### src/rtl/riscboy_ppu_bus_arbiter_pkg.sv
// riscboy_ppu_bus_arbiter_pkg: bus size encodings and width helpers shared with the fetch engines
package riscboy_ppu_bus_arbiter_pkg;

    typedef enum logic [1:0] {
        SIZE_BYTE = 2'd0,
        SIZE_HALF = 2'd1,
        SIZE_WORD = 2'd2
    } bus_size_e;

    // Largest size code a W_DATA-bit bus can carry (16 -> half, 32 -> word)
    function automatic int bus_size_max(input int w_data);
        return $clog2(w_data) - 3;
    endfunction

    // Index width that stays at least one bit for a single requester
    function automatic int req_idx_width(input int n);
        return n > 1 ? $clog2(n) : 1;
    endfunction

endpackage

### src/rtl/riscboy_ppu_rr_pick.sv
// riscboy_ppu_rr_pick: round-robin pick of the first set request at or after ptr, wrapping
module riscboy_ppu_rr_pick
    import riscboy_ppu_bus_arbiter_pkg::*;
#(
    parameter int N     = 4,
    parameter int W_IDX = req_idx_width(N)
) (
    input  logic [N-1:0]     req,
    input  logic [W_IDX-1:0] ptr,
    output logic [N-1:0]     onehot,
    output logic [W_IDX-1:0] idx
);

    // Scan from the far end back to ptr so the closest request after ptr wins
    always_comb begin
        idx = '0;
        for (int k = N - 1; k >= 0; k--) begin
            if (req[(int'(ptr) + k) % N]) idx = W_IDX'((int'(ptr) + k) % N);
        end
        onehot = |req ? N'(1) << idx : '0;
    end

endmodule

### src/rtl/riscboy_ppu_bus_arbiter.sv
// riscboy_ppu_bus_arbiter: round-robin sharing of the PPU memory read port, one transfer in flight
module riscboy_ppu_bus_arbiter
    import riscboy_ppu_bus_arbiter_pkg::*;
#(
    parameter int                N_REQ        = 4,
    parameter int                W_ADDR       = 32,
    parameter int                W_DATA       = 16,
    parameter logic [W_ADDR-1:0] ADDR_MASK    = {W_ADDR{1'b1}},
    parameter int                W_REQIDX     = req_idx_width(N_REQ),
    parameter int                BUS_SIZE_MAX = bus_size_max(W_DATA)
) (
    input  logic                      clk,
    input  logic                      rst,
    input  logic [N_REQ-1:0]          req_vld,
    input  logic [N_REQ*W_ADDR-1:0]   req_addr,
    input  logic [N_REQ*2-1:0]        req_size,
    output logic [N_REQ-1:0]          req_rdy,
    output logic [W_DATA-1:0]         req_data,
    output logic                      mem_vld,
    output logic [W_ADDR-1:0]         mem_addr,
    output logic [1:0]                mem_size,
    input  logic                      mem_rdy,
    input  logic [W_DATA-1:0]         mem_data,
    output logic [W_REQIDX-1:0]       grant_idx
);

    localparam logic [1:0]          SIZE_CAP = 2'(BUS_SIZE_MAX);
    localparam logic [W_REQIDX-1:0] LAST     = W_REQIDX'(N_REQ - 1);

    logic                    locked, locked_d;
    logic [W_REQIDX-1:0]     grant, grant_d, ptr, ptr_d, win_idx;
    logic [W_ADDR-1:0]       addr_q, addr_d, win_addr, cur_addr;
    logic [1:0]              size_q, size_d, win_size, cur_size, eff_size;
    logic [N_REQ-1:0]        win_onehot;
    logic [BUS_SIZE_MAX-1:0] lane;
    logic                    done;

    function automatic logic [W_REQIDX-1:0] wrap_inc(input logic [W_REQIDX-1:0] i);
        return i == LAST ? '0 : i + 1'b1;
    endfunction

    riscboy_ppu_rr_pick #(
        .N     (N_REQ),
        .W_IDX (W_REQIDX)
    ) u_pick (
        .req    (req_vld),
        .ptr    (ptr),
        .onehot (win_onehot),
        .idx    (win_idx)
    );

    assign win_addr  = req_addr[win_idx*W_ADDR +: W_ADDR];
    assign win_size  = req_size[win_idx*2 +: 2];
    assign grant_idx = grant;

    // Arbitration state; the latched address and size need no reset
    always_ff @(posedge clk) begin
        if (rst) begin
            locked <= 1'b0;
            grant  <= '0;
            ptr    <= '0;
        end else begin
            locked <= locked_d;
            grant  <= grant_d;
            ptr    <= ptr_d;
        end
        addr_q <= addr_d;
        size_q <= size_d;
    end

    // Next state: lock onto a stalled winner, release and advance ptr on completion
    always_comb begin
        locked_d = locked;
        grant_d  = grant;
        ptr_d    = ptr;
        addr_d   = addr_q;
        size_d   = size_q;
        if (locked) begin
            if (mem_rdy) begin
                locked_d = 1'b0;
                ptr_d    = wrap_inc(grant);
            end
        end else if (|req_vld) begin
            grant_d = win_idx;
            if (mem_rdy) begin
                ptr_d = wrap_inc(win_idx);
            end else begin
                locked_d = 1'b1;
                addr_d   = win_addr;
                size_d   = win_size;
            end
        end
    end

    // Outputs: downstream request, completion strobe and lane-steered read data
    always_comb begin
        cur_addr = locked ? addr_q : win_addr;
        cur_size = locked ? size_q : win_size;
        mem_vld  = !rst && (locked || |req_vld);
        mem_addr = cur_addr & ADDR_MASK;
        mem_size = cur_size;
        done     = mem_vld && mem_rdy;
        eff_size = cur_size > SIZE_CAP ? SIZE_CAP : cur_size;
        lane     = cur_addr[BUS_SIZE_MAX-1:0] & ~BUS_SIZE_MAX'((32'd1 << eff_size) - 32'd1);
        req_data = mem_data >> {lane, 3'b000};
        req_rdy  = !done ? '0 : locked ? N_REQ'(1) << grant : win_onehot;
    end

endmodule
### config.mk
export PLATFORM = sky130hd
export DESIGN_NAME = riscboy_ppu_bus_arbiter
export DESIGN_NICKNAME = d
export VERILOG_FILES = /design/src/rtl/riscboy_ppu_bus_arbiter_pkg.sv /design/src/rtl/riscboy_ppu_rr_pick.sv /design/src/rtl/riscboy_ppu_bus_arbiter.sv
export SDC_FILE = /design/constraint.sdc
export NUM_CORES = 1
export LEC_CHECK = 0
export BUFFER_PORTS_ARGS = -buffer_cell sky130_fd_sc_hd__clkbuf_2
export CAP_MARGIN = 20
export CORE_MARGIN = 2
export CORE_UTILIZATION = 39
export DETAILED_ROUTE_END_ITERATION = 12
export HOLD_SLACK_MARGIN = 0.03
export PLACE_DENSITY = 0.79
export SLEW_MARGIN = 15
export SYNTH_ARGS = -nofsm -noshare
export SYNTH_HDL_FRONTEND = slang
export SYNTH_SLANG_ARGS = --single-unit
### constraint.sdc
create_clock -name clk -period 3.34 [get_ports clk]
set_input_delay 0.334 -clock clk [delete_from_list [all_inputs] [get_ports clk]]
set_output_delay 0.334 -clock clk [all_outputs]
set_load 0.01 [all_outputs]
### Word-level counts from Yosys, hierarchy flattened

Cells that the tools add are included.

| storage, ports and cells | value |
|---|---|
| bits in registers | 39 |
| bits of input ports | 159 |
| logic and storage cells | 75 |

| operators by class | value |
|---|---|
| $add $sub $neg | 6 |
| magnitude comparators | 5 |
| eq/ne operators | 4 |
| shift-type cells | 6 |
| mux-type cells | 30 |
| bitwise logic cells | 7 |
| reduce and logical (&&, ||, !) cells | 12 |

Operator list:

| cell | count |
|---|---|
| variable part select 128 x 8 -> 32 bit | 1 |
| 2-to-1 mux 32 bit | 1 |
| 2-to-1 mux 2 bit | 12 |
| right shift 16 x 4 -> 16 bit | 1 |
| less-than comparator 3 x 4 -> 1 bit (second input constant) | 3 |
| 2-to-1 mux 4 bit | 3 |
| 2-to-1 mux 1 bit | 10 |
| binary-select mux 1 bit (select 2 bit) | 4 |
| variable part select 8 x 4 -> 2 bit | 1 |
| left shift 1 x 2 -> 4 bit (first input constant) | 2 |
| adder 2 x 1 -> 2 bit (second input constant) | 3 |
| AND reduction 3 bit | 2 |
| OR reduction 2 bit | 3 |
| adder 2 bit (second input constant) | 2 |
| equality test 2 bit (second input constant) | 2 |
| inequality test 2 bit (second input constant) | 2 |
| OR reduction 4 bit | 1 |
| AND 1 bit (first input constant) | 3 |
| less-than comparator 2 x 3 -> 1 bit (second input constant) | 1 |
| inverter 1 bit | 3 |
| > comparator 2 x 1 -> 1 bit (second input constant) | 1 |
| logical AND 1 bit | 2 |
| AND reduction 2 bit | 1 |
| nonzero test 2 bit | 1 |
| other kinds (5) | 5 |

### Longest topological paths before layout

| logic depth | value |
|---|---|
| depth in word-level cells | 19 |
| gate-level depth with buffers | 11 |
| depth with buffers taken out | 8 |

### By module

From an unflattened synthesis, not the netlist that was laid out.

| unflattened totals | value |
|---|---|
| cell total of the unflattened synthesis | 220 |
| area total of the unflattened synthesis | 3021.6 sq um |

By module, submodules not included:

| module | instances | cells an instance | area each (sq um) | sequential area each (sq um) |
|---|---|---|---|---|
| riscboy_ppu_bus_arbiter | 1 | 189 | 2817.7 | 1121.1 |
| riscboy_ppu_rr_pick | 1 | 31 | 203.9 | 0.0 |

### Least setup slack after synthesis

Ideal clock, no wire load.

| timing | value |
|---|---|
| path kind | reg2reg |
| start point | register locked |
| end point | register addr_q[0], enable pin |
| library setup time | 468 ps |
| arrival | 3047 ps |
| required time | 2872 ps |
| path slack | -174 ps |
| cell stages (with the launch flop) | 4 |
| clock period less this slack | 3514 ps |
| cells stage by stage | dfxtp_1 > clkbuf_1 > clkbuf_1 > nor3_1 |

| on the way | value |
|---|---|
| cells in the longest elaborated chain, start to end | 2 |

RTL lines:

| what | RTL line | text |
|---|---|---|
| start, declared | riscboy_ppu_bus_arbiter.sv:30 | `logic locked, locked_d;` |
| start signal, assigned | riscboy_ppu_bus_arbiter.sv:63 | `locked <= locked_d;` |
| inverter 1 bit (no line) | - |  |
| AND reduction 3 bit (no line) | - |  |
| end signal, assigned | riscboy_ppu_bus_arbiter.sv:67 | `addr_q <= addr_d;` |
| end, declared | riscboy_ppu_bus_arbiter.sv:32 | `logic [W_ADDR-1:0] addr_q, addr_d, win_addr, cur_addr;` |

No other way between the ends.
A chain may end at the register's enable or synchronous reset.

### Worst setup path after layout

| timing | value |
|---|---|
| start point | register ptr[1] |
| end point | output req_data[3] |

| on the way | value |
|---|---|
| cells in the longest elaborated chain, start to end | 17 |
| elaborated cells between the ends (all ways) | 29 |
| those cells by class | add/sub (4); order compare (1); shift (4); mux (18); bitwise (2) |

RTL lines:

| what | RTL line | text |
|---|---|---|
| start, declared | riscboy_ppu_bus_arbiter.sv:31 | `logic [W_REQIDX-1:0] grant, grant_d, ptr, ptr_d, win_idx;` |
| start signal, assigned | riscboy_ppu_bus_arbiter.sv:65 | `ptr <= ptr_d;` |
| adder 2 bit | riscboy_ppu_rr_pick.sv:18 | `if (req[(int'(ptr) + k) % N]) idx = W_IDX'((int'(ptr) + k) % N);` |
| binary-select mux 1 bit (select 2 bit) | riscboy_ppu_rr_pick.sv:18 |  |
| 2-to-1 mux 1 bit (not written as such) (2 in series) | riscboy_ppu_rr_pick.sv:18 |  |
| 2-to-1 mux 2 bit (3 in series) | riscboy_ppu_rr_pick.sv:18 |  |
| 2-to-1 mux 2 bit (*) | riscboy_ppu_rr_pick.sv:18 |  |
| variable part select 8 x 4 -> 2 bit | riscboy_ppu_bus_arbiter.sv:53 | `assign win_size = req_size[win_idx*2 +: 2];` |
| 2-to-1 mux 2 bit | riscboy_ppu_bus_arbiter.sv:98 | `cur_size = locked ? size_q : win_size;` |
| > comparator 2 x 1 -> 1 bit | riscboy_ppu_bus_arbiter.sv:103 | `eff_size = cur_size > SIZE_CAP ? SIZE_CAP : cur_size;` |
| 2-to-1 mux 2 bit | riscboy_ppu_bus_arbiter.sv:103 |  |
| left shift 1 x 2 -> 1 bit | riscboy_ppu_bus_arbiter.sv:104 | `lane = cur_addr[BUS_SIZE_MAX-1:0] & ~BUS_SIZE_MAX'((32'd1 << eff_size) - 32'd1);` |
| subtractor 1 bit | riscboy_ppu_bus_arbiter.sv:104 |  |
| inverter 1 bit | riscboy_ppu_bus_arbiter.sv:104 |  |
| AND 1 bit (*) | riscboy_ppu_bus_arbiter.sv:104 |  |
| right shift 16 x 4 -> 16 bit (*) | riscboy_ppu_bus_arbiter.sv:105 | `req_data = mem_data >> {lane, 3'b000};` |
| end, declared | riscboy_ppu_bus_arbiter.sv:18 | `output logic [W_DATA-1:0] req_data,` |

Every way passes the cells marked *; elsewhere a longest branch is shown, timed or not. The select of a mux whose other input is x is not followed.

==> results.sh <==
export IMPL_outcome="finished clean"
export IMPL_netlist_area_sq_um=3200
export IMPL_fillers=731
export IMPL_cp_start_kind="register"
export IMPL_vias_per_cell=5.03
export IMPL_num_vias=2952
export IMPL_grt_overflow_total=0
export IMPL_cts_tree="yes"
export IMPL_tns_ps=0
export IMPL_io_buffers=215
export IMPL_reg2reg_to="ptr[1]$_SDFFE_PP0P_"
export IMPL_dp_hpwl_um=6930
export IMPL_ant_nets=0
export IMPL_grtUsageTotal_pct=18.5
export IMPL_synth_ff_type="edfxtp_1"
export IMPL_period_share_pct=95.9
export IMPL_synth_cells=271
export IMPL_start_util_pct=39.6
export IMPL_drv_slew=0
export IMPL_boundaryPins=216
export IMPL_whs_ps=272
export IMPL_cts_made_buffers=5
export IMPL_wl_met1_um=3520
export IMPL_syn2layout_area_growth_pct=39.7
export IMPL_critical_path_class="reg -> out"
export IMPL_async_reset_ff_share_pct=0
export IMPL_nets=648
export IMPL_grt_pass1_vias=2894
export IMPL_final_util_pct=55.3
export IMPL_insertion_delay_ps=290
export IMPL_crit_fanout=16
export IMPL_crit_chain="mux2i_1, nor2_1, a311oi_4, mux2_4, o31a_4, mux2_1, clkbuf_2"
export IMPL_stdcell_count=587
export IMPL_routabilityCongestion=0.805
export IMPL_worst_pin_slew_ps=888
export IMPL_fp_dieH_um=94.6
export IMPL_r2r_slack_ps=920
export IMPL_fmaxAchievable_ghz=0.312
export IMPL_slowest_delay_ps=500
export IMPL_rsz0062_at_grt="no"
export IMPL_die_x_um=94.6
export IMPL_dr_wl_met3_um=725
export IMPL_worstSetupEndpoint="req_data[3]"
export IMPL_fin_worst_skew_ps=4.23
export IMPL_firstDrtPassIters=4
export IMPL_layout_min_cycle_time_ps=3200
export IMPL_die_area_sq_um=8950
export IMPL_min_path_type="in -> reg"
export IMPL_diodes=0
export IMPL_synth_top_area_share_pct=32.5
export IMPL_drt_wl_total_um=8720
export IMPL_ctsHoldBuffers=0
export IMPL_crit_start="ptr[1]$_SDFFE_PP0P_"
export IMPL_cp_required_ps=3010
export IMPL_synth_edff_count=34
export IMPL_wl_per_cell_um=14.8
export IMPL_worst_path_buf_inv=1
export IMPL_total_power_mw=1.68
export IMPL_cp_top_family="multiplexers"
export IMPL_powerDensity_nw_per_um2=376
export IMPL_synth_most_common_cell="mux2i_1"
export IMPL_yosysTopAreaCell="mux2i_1"
export IMPL_synthTopCellsByArea="mux2i_1 33%, edfxtp_1 32%, mux2_2 11%"
export IMPL_dp_cells=579
export IMPL_drc=0
export IMPL_wl_met2_um=4370
export IMPL_power_leakage_nw=2.21
export IMPL_core_sq_um=8090
export IMPL_ys_warnings_count=0
export IMPL_clockBufferDepth=2
export IMPL_crit_cells=7
export IMPL_numClockSinks=39
export IMPL_peakVddDrop_v=0.000165
export IMPL_synth_distinct_cells=35
export IMPL_clkTransAtPathRegs_ps=80
export IMPL_antenna_found_initial=0
export IMPL_hold_viol_final=0
export IMPL_ff2ff_path_depth=7
export IMPL_drive_above_1_share_pct=56.8
export IMPL_synth_fp_nets=438
export IMPL_setup_viol_count_final=0
export IMPL_maxCapViolCount=0
export IMPL_end_kind="output port"
export IMPL_syn_area_per_cell_sq_um=11.8
export IMPL_drt_iter0_markers=66
export IMPL_arrival_ps=2870
export IMPL_rr_startpoint="ptr[1]$_SDFFE_PP0P_"
export IMPL_grt_max_degree=52
export IMPL_seq_area_frac_synth_pct=35.0
export IMPL_grt_pass1_wl_um=13000
export IMPL_relSlewSlack_pct=40.2
export IMPL_top_layer="met4"
export IMPL_netlist_top_cells_count="104 x mux2i_1, 34 x edfxtp_1, 31 x mux2_2, 10 x nor2_1"
export IMPL_cpMaxStageDelayCell="dfxtp_1"
export IMPL_ys_ff_latch=39
export IMPL_h_tree_depth=2
export IMPL_cts_root_buf="clkbuf_8"
export IMPL_rows=33
-- per-stage QoR --
step | setup WS [ps] | instance area [sq um]
2_1_floorplan | 738 | 3210
6_report | 138 | 4470
5_1_grt | 15.3 | 4470
3_3_place_gp | 473 | 4380
4_1_cts | 77.3 | 4470
3_5_place_dp | 274 | 4380
-- how the worst min path moves through the flow --
stage                                    from                        end  slack (ps)  cells past startpoint
after detailed placement  ptr[0]$_SDFFE_PP0P_        ptr[0]$_SDFFE_PP0P_         540                      2
after floorplan                           rst  grant_idx[0]$_SDFFE_PP0P_         400                      1
after global routing                  mem_rdy          locked$_SDFF_PP0_         270                      2
after CTS                             mem_rdy          locked$_SDFF_PP0_         260                      2
after global placement    ptr[0]$_SDFFE_PP0P_        ptr[0]$_SDFFE_PP0P_         530                      2
final                                 mem_rdy          locked$_SDFF_PP0_         270                      2
-- layer usage --
| layer | up-vias | global-route usage (%) |
|---|---|---|
| li1 | 1433 | - |
| met1 | 1374 | 21.5 |
| met2 | 138 | 33.7 |
| met3 | 7 | 4.71 |
| met4 | 0 | 4.83 |
| met5 | - | 0 |
-- sequential cells by signal, indices dropped and copies added, names as in the netlist --
name	count
addr_q	32
locked	1
grant_idx	2
ptr	2
size_q	2
-- cells in the final DEF, fill, tap and decap left out, drive strengths merged, types with 5 or more instances in the layout --
master and n:
inv 8, mux2 40, ha 8, and2 9, nor2 10, nand2 6, buf 7, mux2i 105
dfxtp 5, clkbuf 222, edfxtp 34
-- power breakdown --
| group | total, mW | switching, mW | internal (mW) |
|---|---|---|---|
| combinational | 0.746 | 0.370 | 0.376 |
| sequential | 0.623 | 0.0216 | 0.602 |
| clock | 0.314 | 0.167 | 0.147 |
-- kinds of logic after synthesis --
kind of cell	synth area share, %
flops	35.0
fa+ha+maj	3.13
simple gates	5.43
compound gates	4.61
mux	47.4
buf+inv	4.45
-- timing repair --
action                     4_1_cts  5_1_grt
buffers inserted                 0        0
hold endpoints to repair         0        0
gates resized for setup          1        1
setup endpoints to repair        8        8
-- area by class of cell --
cell class                      instances  area (sq um)  share of cell area, %
Multi-Input combinational cell        205          1970                   44.0
Timing Repair Buffer                  222          1140                   25.5
Sequential cell                        39          1120                   25.1
Tap cell                              105           131                   2.94
Clock buffer                            7          76.3                   1.71
Inverter                                8          30.0                  0.671
Clock inverter                          1          5.00                  0.112
No activity file was read; power rests on OpenSTA's default activity.
